<file path="src/rtl/w_update_seq_pkg.sv">
// Shared fixed-point defaults, constants and the update-sequencer state encoding
// used by the perceptron delta, update and forward stages.
package w_update_seq_pkg;

    localparam int WIDTH_DEF = 32;
    localparam int FRAC_DEF  = 24;

    localparam logic [WIDTH_DEF-1:0] FX_ONE  = {{(WIDTH_DEF-1){1'b0}}, 1'b1} << FRAC_DEF;
    localparam logic [WIDTH_DEF-1:0] SAT_MAX = {1'b0, {(WIDTH_DEF-1){1'b1}}};
    localparam logic [WIDTH_DEF-1:0] SAT_MIN = {1'b1, {(WIDTH_DEF-1){1'b0}}};

    typedef enum logic [2:0] {
        IDLE,
        SCALE,
        UPDATE,
        BIAS,
        DONE
    } upd_state_e;

endpackage

</file>
<file path="src/rtl/fx_mulsub.sv">
// Combinational fixed-point datapath: o_prod = sat_mul(a, b) and
// o_diff = sat_sub(acc, o_prod), both clamped to the signed WIDTH range.
module fx_mulsub
    import w_update_seq_pkg::*;
#(
    parameter int WIDTH = WIDTH_DEF,
    parameter int FRAC  = FRAC_DEF
) (
    input  logic [WIDTH-1:0] i_a,
    input  logic [WIDTH-1:0] i_b,
    input  logic [WIDTH-1:0] i_acc,
    output logic [WIDTH-1:0] o_prod,
    output logic [WIDTH-1:0] o_diff
);

    localparam logic [WIDTH-1:0] MAXV = {1'b0, {(WIDTH-1){1'b1}}};
    localparam logic [WIDTH-1:0] MINV = {1'b1, {(WIDTH-1){1'b0}}};

    logic [2*WIDTH-1:0] a_ext;
    logic [2*WIDTH-1:0] b_ext;
    logic [2*WIDTH-1:0] prod_full;
    logic [2*WIDTH-1:0] prod_shr;
    logic [WIDTH:0]     diff_ext;

    // The shifted product fits only if its top WIDTH+1 bits are pure sign extension.
    always_comb begin
        a_ext     = {{WIDTH{i_a[WIDTH-1]}}, i_a};
        b_ext     = {{WIDTH{i_b[WIDTH-1]}}, i_b};
        prod_full = a_ext * b_ext;
        prod_shr  = $signed(prod_full) >>> FRAC;
        if (prod_shr[2*WIDTH-1:WIDTH-1] == {(WIDTH+1){prod_shr[2*WIDTH-1]}}) begin
            o_prod = prod_shr[WIDTH-1:0];
        end else if (prod_shr[2*WIDTH-1]) begin
            o_prod = MINV;
        end else begin
            o_prod = MAXV;
        end

        diff_ext = {i_acc[WIDTH-1], i_acc} - {o_prod[WIDTH-1], o_prod};
        if (diff_ext[WIDTH] == diff_ext[WIDTH-1]) begin
            o_diff = diff_ext[WIDTH-1:0];
        end else if (diff_ext[WIDTH]) begin
            o_diff = MINV;
        end else begin
            o_diff = MAXV;
        end
    end

endmodule

</file>
<file path="src/rtl/w_update_seq.sv">
// Sequential SGD weight/bias update for one perceptron: one shared multiplier,
// one weight per cycle, then the bias; holds weights/bias for the forward path.
module w_update_seq
    import w_update_seq_pkg::*;
#(
    parameter int NUM   = 2,
    parameter int WIDTH = WIDTH_DEF,
    parameter int FRAC  = FRAC_DEF
) (
    input  logic                 clk,
    input  logic                 rst,
    input  logic                 i_load,
    input  logic [NUM*WIDTH-1:0] i_w_init,
    input  logic [WIDTH-1:0]     i_b_init,
    input  logic                 i_start,
    input  logic [WIDTH-1:0]     i_delta,
    input  logic [NUM*WIDTH-1:0] i_x,
    input  logic [WIDTH-1:0]     i_lr,
    output logic [NUM*WIDTH-1:0] o_w,
    output logic [WIDTH-1:0]     o_b,
    output logic                 o_busy,
    output logic                 o_done
);

    localparam int KW = (NUM > 1) ? $clog2(NUM) : 1;
    localparam logic [KW-1:0]    K_LAST = KW'(NUM - 1);
    localparam logic [WIDTH-1:0] ONE_W  = {{(WIDTH-1){1'b0}}, 1'b1} << FRAC;

    upd_state_e state_q, state_d;

    logic [NUM*WIDTH-1:0] w_q;
    logic [NUM*WIDTH-1:0] x_q;
    logic [WIDTH-1:0]     b_q;
    logic [WIDTH-1:0]     delta_q;
    logic [WIDTH-1:0]     lr_q;
    logic [WIDTH-1:0]     g_q;
    logic [KW-1:0]        k_q;

    logic                 snap;
    logic [WIDTH-1:0]     mul_a;
    logic [WIDTH-1:0]     mul_b;
    logic [WIDTH-1:0]     mul_acc;
    logic [WIDTH-1:0]     prod;
    logic [WIDTH-1:0]     diff;

    // DONE also accepts a start so back-to-back updates lose no cycle.
    always_comb begin
        state_d = state_q;
        snap    = 1'b0;
        case (state_q)
            IDLE: begin
                if (!i_load && i_start) begin
                    state_d = SCALE;
                    snap    = 1'b1;
                end
            end
            SCALE:  state_d = UPDATE;
            UPDATE: if (k_q == K_LAST) state_d = BIAS;
            BIAS:   state_d = DONE;
            DONE: begin
                if (i_start) begin
                    state_d = SCALE;
                    snap    = 1'b1;
                end else begin
                    state_d = IDLE;
                end
            end
            default: state_d = IDLE;
        endcase
    end

    always_ff @(posedge clk or posedge rst) begin
        if (rst) state_q <= IDLE;
        else     state_q <= state_d;
    end

    // BIAS reuses the multiplier with b = 1.0 so the product is exactly g.
    always_comb begin
        mul_a   = g_q;
        mul_b   = x_q[k_q*WIDTH +: WIDTH];
        mul_acc = w_q[k_q*WIDTH +: WIDTH];
        case (state_q)
            SCALE: begin
                mul_a   = lr_q;
                mul_b   = delta_q;
                mul_acc = '0;
            end
            BIAS: begin
                mul_b   = ONE_W;
                mul_acc = b_q;
            end
            default: ;
        endcase
    end

    fx_mulsub #(
        .WIDTH (WIDTH),
        .FRAC  (FRAC)
    ) u_mulsub (
        .i_a    (mul_a),
        .i_b    (mul_b),
        .i_acc  (mul_acc),
        .o_prod (prod),
        .o_diff (diff)
    );

    always_ff @(posedge clk or posedge rst) begin
        if (rst) begin
            w_q     <= '0;
            x_q     <= '0;
            b_q     <= '0;
            delta_q <= '0;
            lr_q    <= '0;
            g_q     <= '0;
            k_q     <= '0;
        end else begin
            if (snap) begin
                delta_q <= i_delta;
                x_q     <= i_x;
                lr_q    <= i_lr;
            end
            case (state_q)
                IDLE: begin
                    if (i_load) begin
                        w_q <= i_w_init;
                        b_q <= i_b_init;
                    end
                end
                SCALE: begin
                    g_q <= prod;
                    k_q <= '0;
                end
                UPDATE: begin
                    w_q[k_q*WIDTH +: WIDTH] <= diff;
                    if (k_q != K_LAST) k_q <= k_q + 1'b1;
                end
                BIAS: b_q <= diff;
                default: ;
            endcase
        end
    end

    assign o_w    = w_q;
    assign o_b    = b_q;
    assign o_busy = (state_q != IDLE);
    assign o_done = (state_q == DONE);

endmodule

</file>
<file path="config.mk">
export PLATFORM = sky130hd
export DESIGN_NAME = w_update_seq
export DESIGN_NICKNAME = d
export VERILOG_FILES = /design/src/rtl/w_update_seq_pkg.sv /design/src/rtl/fx_mulsub.sv /design/src/rtl/w_update_seq.sv
export SDC_FILE = /design/constraint.sdc
export NUM_CORES = 2
export LEC_CHECK = 0
export ABC_AREA = 1
export CORE_ASPECT_RATIO = 0.7
export CORE_MARGIN = 2
export CORE_UTILIZATION = 60
export CTS_CLUSTER_SIZE = 8
export DETAILED_ROUTE_END_ITERATION = 16
export MAX_ROUTING_LAYER = met4
export PLACE_DENSITY = 0.81
export SKIP_CTS_REPAIR_TIMING = 1
export SYNTH_ARGS = -nofsm -noshare
export SYNTH_HDL_FRONTEND = slang
export SYNTH_SLANG_ARGS = --single-unit
</file>
<file path="constraint.sdc">
create_clock -name clk -period 12.55 [get_ports clk]
set_input_delay 1.255 -clock clk [delete_from_list [all_inputs] [get_ports clk]]
set_output_delay 1.255 -clock clk [all_outputs]
set_load 0.05 [all_outputs]
</file>
======== Word level (Yosys, flattened, before mapping) ========
Index checks and enable logic that the tools add are counted.
storage, ports and cells
  bits in registers ....................... 260
  RAM bits ................................ 0
  input port bits ......................... 228
  memories ................................ 0
  bits in latches ......................... 0
  memory bits (read-only) ................. 0
cells by class
  mux-type cells .......................... 21
  shifts and indexed selects .............. 4
  $mul .................................... 1
  add/sub/neg operators ................... 3
  div/mod/pow operators ................... 0
  bitwise operators ....................... 0
  reductions and logical operators ........ 10
  order comparisons ....................... 0
  eq/ne operators ......................... 9
operator list
  kind                      number
  $mux 32                   6
  $pmux 32 s2               3
  $pmux 64 s2               1
  $shiftx 64x7->32          2
  $bwmux 64                 1
  $mul 32x32->64            1
  $mux 64                   1
  $shift 32x34->64 const A  1
  $shiftx 32x34->64         1
  $neg 6->34                1
  $sub 32x32->33            1
  $pmux 3 s5                1
  $eq 8x8->1                1
  $eq 3x2->1 const B        2
  $mux 3                    2
  $ne 2x2->1 const B        3
  $reduce_and 2->1          3
  $reduce_bool 2->1         3
  $mux 1                    4
  $pmux 1 s2                2
  $eq 3x1->1 const B        1
  $eq 3x3->1 const B        1
  $logic_not 3->1           1
  $reduce_bool 3->1         1
  other kinds (4)           4

======== Logic depth before layout (Yosys ltp) ========
  word-level depth ........................ 11
  gate-level depth with buffers ........... 66
  depth with buffers taken out ............ 60

======== By module ========
A second synthesis with hierarchy kept.
second synthesis, totals
  cells, all modules ...................... 7,191
  area total of the unflattened synthesis .. 53,864.2 µm²
modules (own cells, without submodules)
  module        instances  area an instance (µm²)  cells an instance  sequential area each (µm²)
  fx_mulsub     1          40,306.2                5,244              0.0
  w_update_seq  1          13,558.0                1,947              6,506.2

======== Least setup slack after synthesis ========
No wires, ideal clock.
  path kind ............................... flip-flop to flip-flop
  from .................................... register k_q
  to ...................................... register b_q[0], in the netlist o_b[0]
  path slack .............................. 1.562 ns
  data arrival time ....................... 10.901 ns
  setup time .............................. 0.087 ns
  path buffers ............................ 6
  stages on the path, launching flop included .. 63
  path through ............................ dfrtp_1 -> buf_2 -> buf_1 -> nor2_1 -> nor2_1 -> o21ai_0 -> o21a_1 -> inv_1 -> clkbuf_1 -> nand2_1 -> inv_1 -> fa_1 -> fa_1 -> fa_1 -> fa_1 -> inv_1 -> fa_1 -> inv_1 -> [... 27 more ...] -> nand2_1 -> a21oi_1 -> inv_1 -> nand2_1 -> nand2_1 -> a21boi_0 -> inv_1 -> nand4_1 -> nand2_1 -> nand2_1 -> nand2_1 -> xor2_1 -> inv_1 -> nand2_1 -> buf_2 -> buf_2 -> nand3_1 -> o211ai_1
between the ends
  word-level cells in the longest chain between the ends .. 9
  elaborated cells between the ends (all ways) .. 13
ends and longest elaborated chain
  item                                          line                              text
  start, declared                               w_update_seq.sv:37                logic [KW-1:0] k_q;
  start signal, assigned                        w_update_seq.sv:135               if (k_q != K_LAST) k_q <= k_q + 1'b1;
  $shiftx 64x7->32                              w_update_seq.sv:80                mul_b = x_q[k_q*WIDTH +: WIDTH];
  $pmux 32 s2                                   w_update_seq.sv:82                case (state_q)
  $mul 32x32->64                                fx_mulsub.sv:29                   prod_full = a_ext * b_ext;
  $eq 8x8->1 / $mux 32 (equally long branches)  fx_mulsub.sv:31, fx_mulsub.sv:33
  $mux 32                                       fx_mulsub.sv:31                   if (prod_shr[2*WIDTH-1:WIDTH-1] == {(WIDTH+1){prod_shr[2*WIDTH-1]}}) begin
  $sub 32x32->33 (*)                            fx_mulsub.sv:39                   diff_ext = {i_acc[WIDTH-1], i_acc} - {o_prod[WIDTH-1], o_prod};
  $mux 32 / $eq 1x1->1 (equally long branches)  fx_mulsub.sv:42, fx_mulsub.sv:40
  $mux 32 (*)                                   fx_mulsub.sv:40                   if (diff_ext[WIDTH] == diff_ext[WIDTH-1]) begin
  $pmux 32 s2 (*)                               w_update_seq.sv:122               case (state_q)
  end signal, assigned                          w_update_seq.sv:126               b_q <= i_b_init;
  end signal, assigned                          w_update_seq.sv:137               BIAS: b_q <= diff;
  end, declared                                 w_update_seq.sv:33                logic [WIDTH-1:0] b_q;
Mark *: on every way between the ends. The rest lies on a longest branch, timed or not.
A chain may end at the register's enable or synchronous reset.

======== Worst setup path after layout ========
  from .................................... register state_q[2]
  to ...................................... register b_q[24], in the netlist o_b[24]
between the ends
  word-level cells in the longest chain between the ends .. 9
  elaborated cells between the ends (all ways) .. 18
ends and longest elaborated chain
  item                                             line                                     text
  start, declared                                  w_update_seq.sv:29                       upd_state_e state_q, state_d;
  start signal, assigned                           w_update_seq.sv:74                       else state_q <= state_d;
  $eq 3x2->1 / $eq 3x1->1 (equally long branches)  w_update_seq.sv:82, w_update_seq.sv:122
  $pmux 32 s2 / $mux 32 (equally long branches)    w_update_seq.sv:82
  $mul 32x32->64                                   fx_mulsub.sv:29
  $eq 8x8->1 / $mux 32 (equally long branches)     fx_mulsub.sv:31, fx_mulsub.sv:33
  $mux 32                                          fx_mulsub.sv:31
  $sub 32x32->33                                   fx_mulsub.sv:39
  $mux 32 / $eq 1x1->1 (equally long branches)     fx_mulsub.sv:42, fx_mulsub.sv:40
  $mux 32                                          fx_mulsub.sv:40
  $pmux 32 s2                                      w_update_seq.sv:122
Several ways; a longest one is shown, not always the timed one.

==> reports/results.txt <==
crit-path max cell delay -> 0.65 ns
Die X -> 351 um
final hold vios -> 0
Post-Syn Instances -> 6,105
# setup viols final -> 0
I/O pin count -> 326
Most used DFF post-synth -> dfrtp_1
Slowest-stage cell, CP -> fa_1
Max Clk Rate -> 83.4 MHz
FF+latch count, synth -> 260
Mapped Nets -> 7,627
setup slack, reg-to-reg -> 0.57 ns
Slew Viols, Final -> 0
worst path bufs/invs -> 13
syn avg cell area -> 8.26 sq um
Slew HR -> 26.4%
final RePlAce weighted congestion -> 1.08
Detailed Routing Iterations Pass 1 -> 7
initial antenna violation count -> 13
Synth-to-Final Area Change -> 14.4%
adder-cell area share of the yosys netlist -> 48.2%
nature of the critical path startpoint -> flip-flop
Critical path origin -> state_q[2]
total number of yosys warnings -> 0
total wire length -> 177 mm
pre-CTS setup slack -> 0.108 ns
vias per cell -> 5.80
worst min-delay path class -> reg -> reg
std cell rows -> 88
fill count -> 6,631
Max Cap Viol -> 0
status -> finished, final reports clean
share of the yosys chip area belonging to registers -> 12.9%
clk_skew -> 0.0181 ns
per-cell routed wire length -> 23.4 um
final worst-path setup slack -> 0.566 ns
gr usage total -> 42.9%
worst skew pair latency -> 0.55 ns
RR Endpoint -> o_b[24]
worst path arrival time -> 12.39 ns
CTS root buffer -> clkbuf_16
Worst-path clk slew -> 0.05 ns
Die Height -> 247 um
WP data required -> 12.96 ns
fin area -> 0.0577 sq mm
largest family of logic cells by synthesized area -> adder cells
Synth Area in Simple Gates -> 17.5%
largest net degree at the start of global routing -> 170
Longest Clk Path Bufs -> 3
Most common cell on crit path -> nand2_1
R2R depth -> 54
die area -> 0.0865 sq mm
ranking of synthesized cells by area -> fa_1 43%, dfrtp_1 13%, inv_1 9.9%
Fin Hold WS -> 0.475 ns
DRC -> 0
share of the synthesized area in the top cell type -> 42.9%
fraction of registers with async set/reset -> 100%
RR Startpoint -> state_q[2]
HPWL Detailed -> 145 mm
most frequent cells after synthesis -> 1,326 x inv_1, 1,175 x nand2_1, 1,082 x fa_1, 759 x nor2_1, 260 x dfrtp_1
Critical Path End Type -> flip-flop
Vias -> 44,000
global-route wire length before repair -> 268 mm
DR iter-0 viols -> 5,315
Port Buf Inserts -> 325
worst hold path depth -> 2
Compound-Gate Fraction of Synth Area -> 5.87%
EDFF count, synth -> 0
H-Tree Depth -> 2
# nets final -> 7,973
Post-DP Area -> 0.0558 sq mm
Min Clock Period, post-route -> 11.98 ns
Top delay family on crit path -> adder cells
top-count cell post-synth -> inv_1
synthesized area -> 0.0505 sq mm
mux cell area share after synthesis -> 1.94%
Routed Antenna Nets -> 0
critical path depth in cells -> 54
CTS tree -> yes
critical path peak fanout -> 46
Final period util -> 95.5%
CTS Sinks -> 260
largest area contributor in the netlist -> fa_1
CP Class -> reg -> reg
crit path to -> o_b[24]
GR Overflow Total -> 0
CTS buffer count -> 38
Initial Util -> 60.9%
number of global-route vias before repair -> 44,700
core area -> 0.0828 sq mm
Synth Area in XOR/XNOR -> 1.35%
layout cell share with drive strength beyond 1 -> 8.10%
actual slew at the worst max-slew pin -> 1.10 ns
Synth cell types -> 46
## cell usage in the layout (no fill, tap or decap), drive strengths merged, types with 25 or more instances in the layout
master,Yosys,layout
a21oi,190,190
buf,56,246
clkbuf,217,42
clkdlybuf4s50,0,325
clkinvlp,0,29
dfrtp,260,260
fa,1082,1082
ha,212,212
inv,1335,1322
mux2,87,87
nand2,1182,1182
nand3,180,180
nand4,34,34
nor2,762,763
o211ai,25,25
o21a,31,31
o21ai,223,223
or2,28,28
xnor2,34,34
xor2,44,44
## cells by family after synthesis
family                   Yosys count
multiplexers                      87
flip-flops                       260
buffers and inverters           1630
XOR/XNOR                          78
adder cells (fa/ha/maj)         1294
AND/OR/NAND/NOR                 2219
AO/OA/AOI/OAI                    537
## cell type report
| type | instances | area, sq um | area share [%] |
|---|---|---|---|
| Inverter | 1357 | 5200 | 9.00 |
| Antenna cell | 14 | 35.0 | 0.0607 |
| Multi-Input combinational cell | 4216 | 38000 | 65.8 |
| Sequential cell | 260 | 6510 | 11.3 |
| Tap cell | 1125 | 1410 | 2.44 |
| Timing Repair Buffer | 574 | 5530 | 9.58 |
| Timing Repair inverter | 4 | 25.0 | 0.0433 |
| Clock buffer | 39 | 955 | 1.65 |
| Clock inverter | 4 | 63.8 | 0.111 |
## stage by stage
step	utilization (%)	cells	setup TNS, ns
finish	69.7	7593	0
detailed placement	67.3	7481	0
CTS	68.6	7524	0
floorplan	-	6105	0
global route	69.7	7593	-2.54
global placement	67.3	7481	0
## worst min-delay path by stage
stage | start | endpoint
after floorplan | g_q[23] | g_q[23]
after global placement | g_q[19] | g_q[19]
after detailed placement | g_q[28] | g_q[28]
after CTS | g_q[7] | g_q[7]
after global routing | g_q[29] | g_q[29]
final | g_q[30] | g_q[30]
## routing by layer
layer / routed length, um / global-route usage [%] / part of all wire (%)
met1: 66400 / 57.9 / 37
met2: 73500 / 58.1 / 41
met3: 27700 / 16.1 / 16
met4: 9790 / 18.1 / 5.5
met5: 0 / - / 0
## tightest hold or removal path, delay by kind of cell, from the launching register on
| kind | cells | cell delay [ns] |
|---|---|---|
| AND/OR/NAND/NOR | 2 | 0.11 |
| flip-flops | 1 | 0.33 |
## flip-flops by register name, summed over array words and instances (netlist names)
signal,count
x_q,64
o_b,32
g_q,32
k_q,1
o_w,64
state_q,3
lr_q,32
delta_q,32
Power is left out: the tool's default activity adds up to more than one toggle a clock period on the data nets, which glitch-free logic cannot reach.
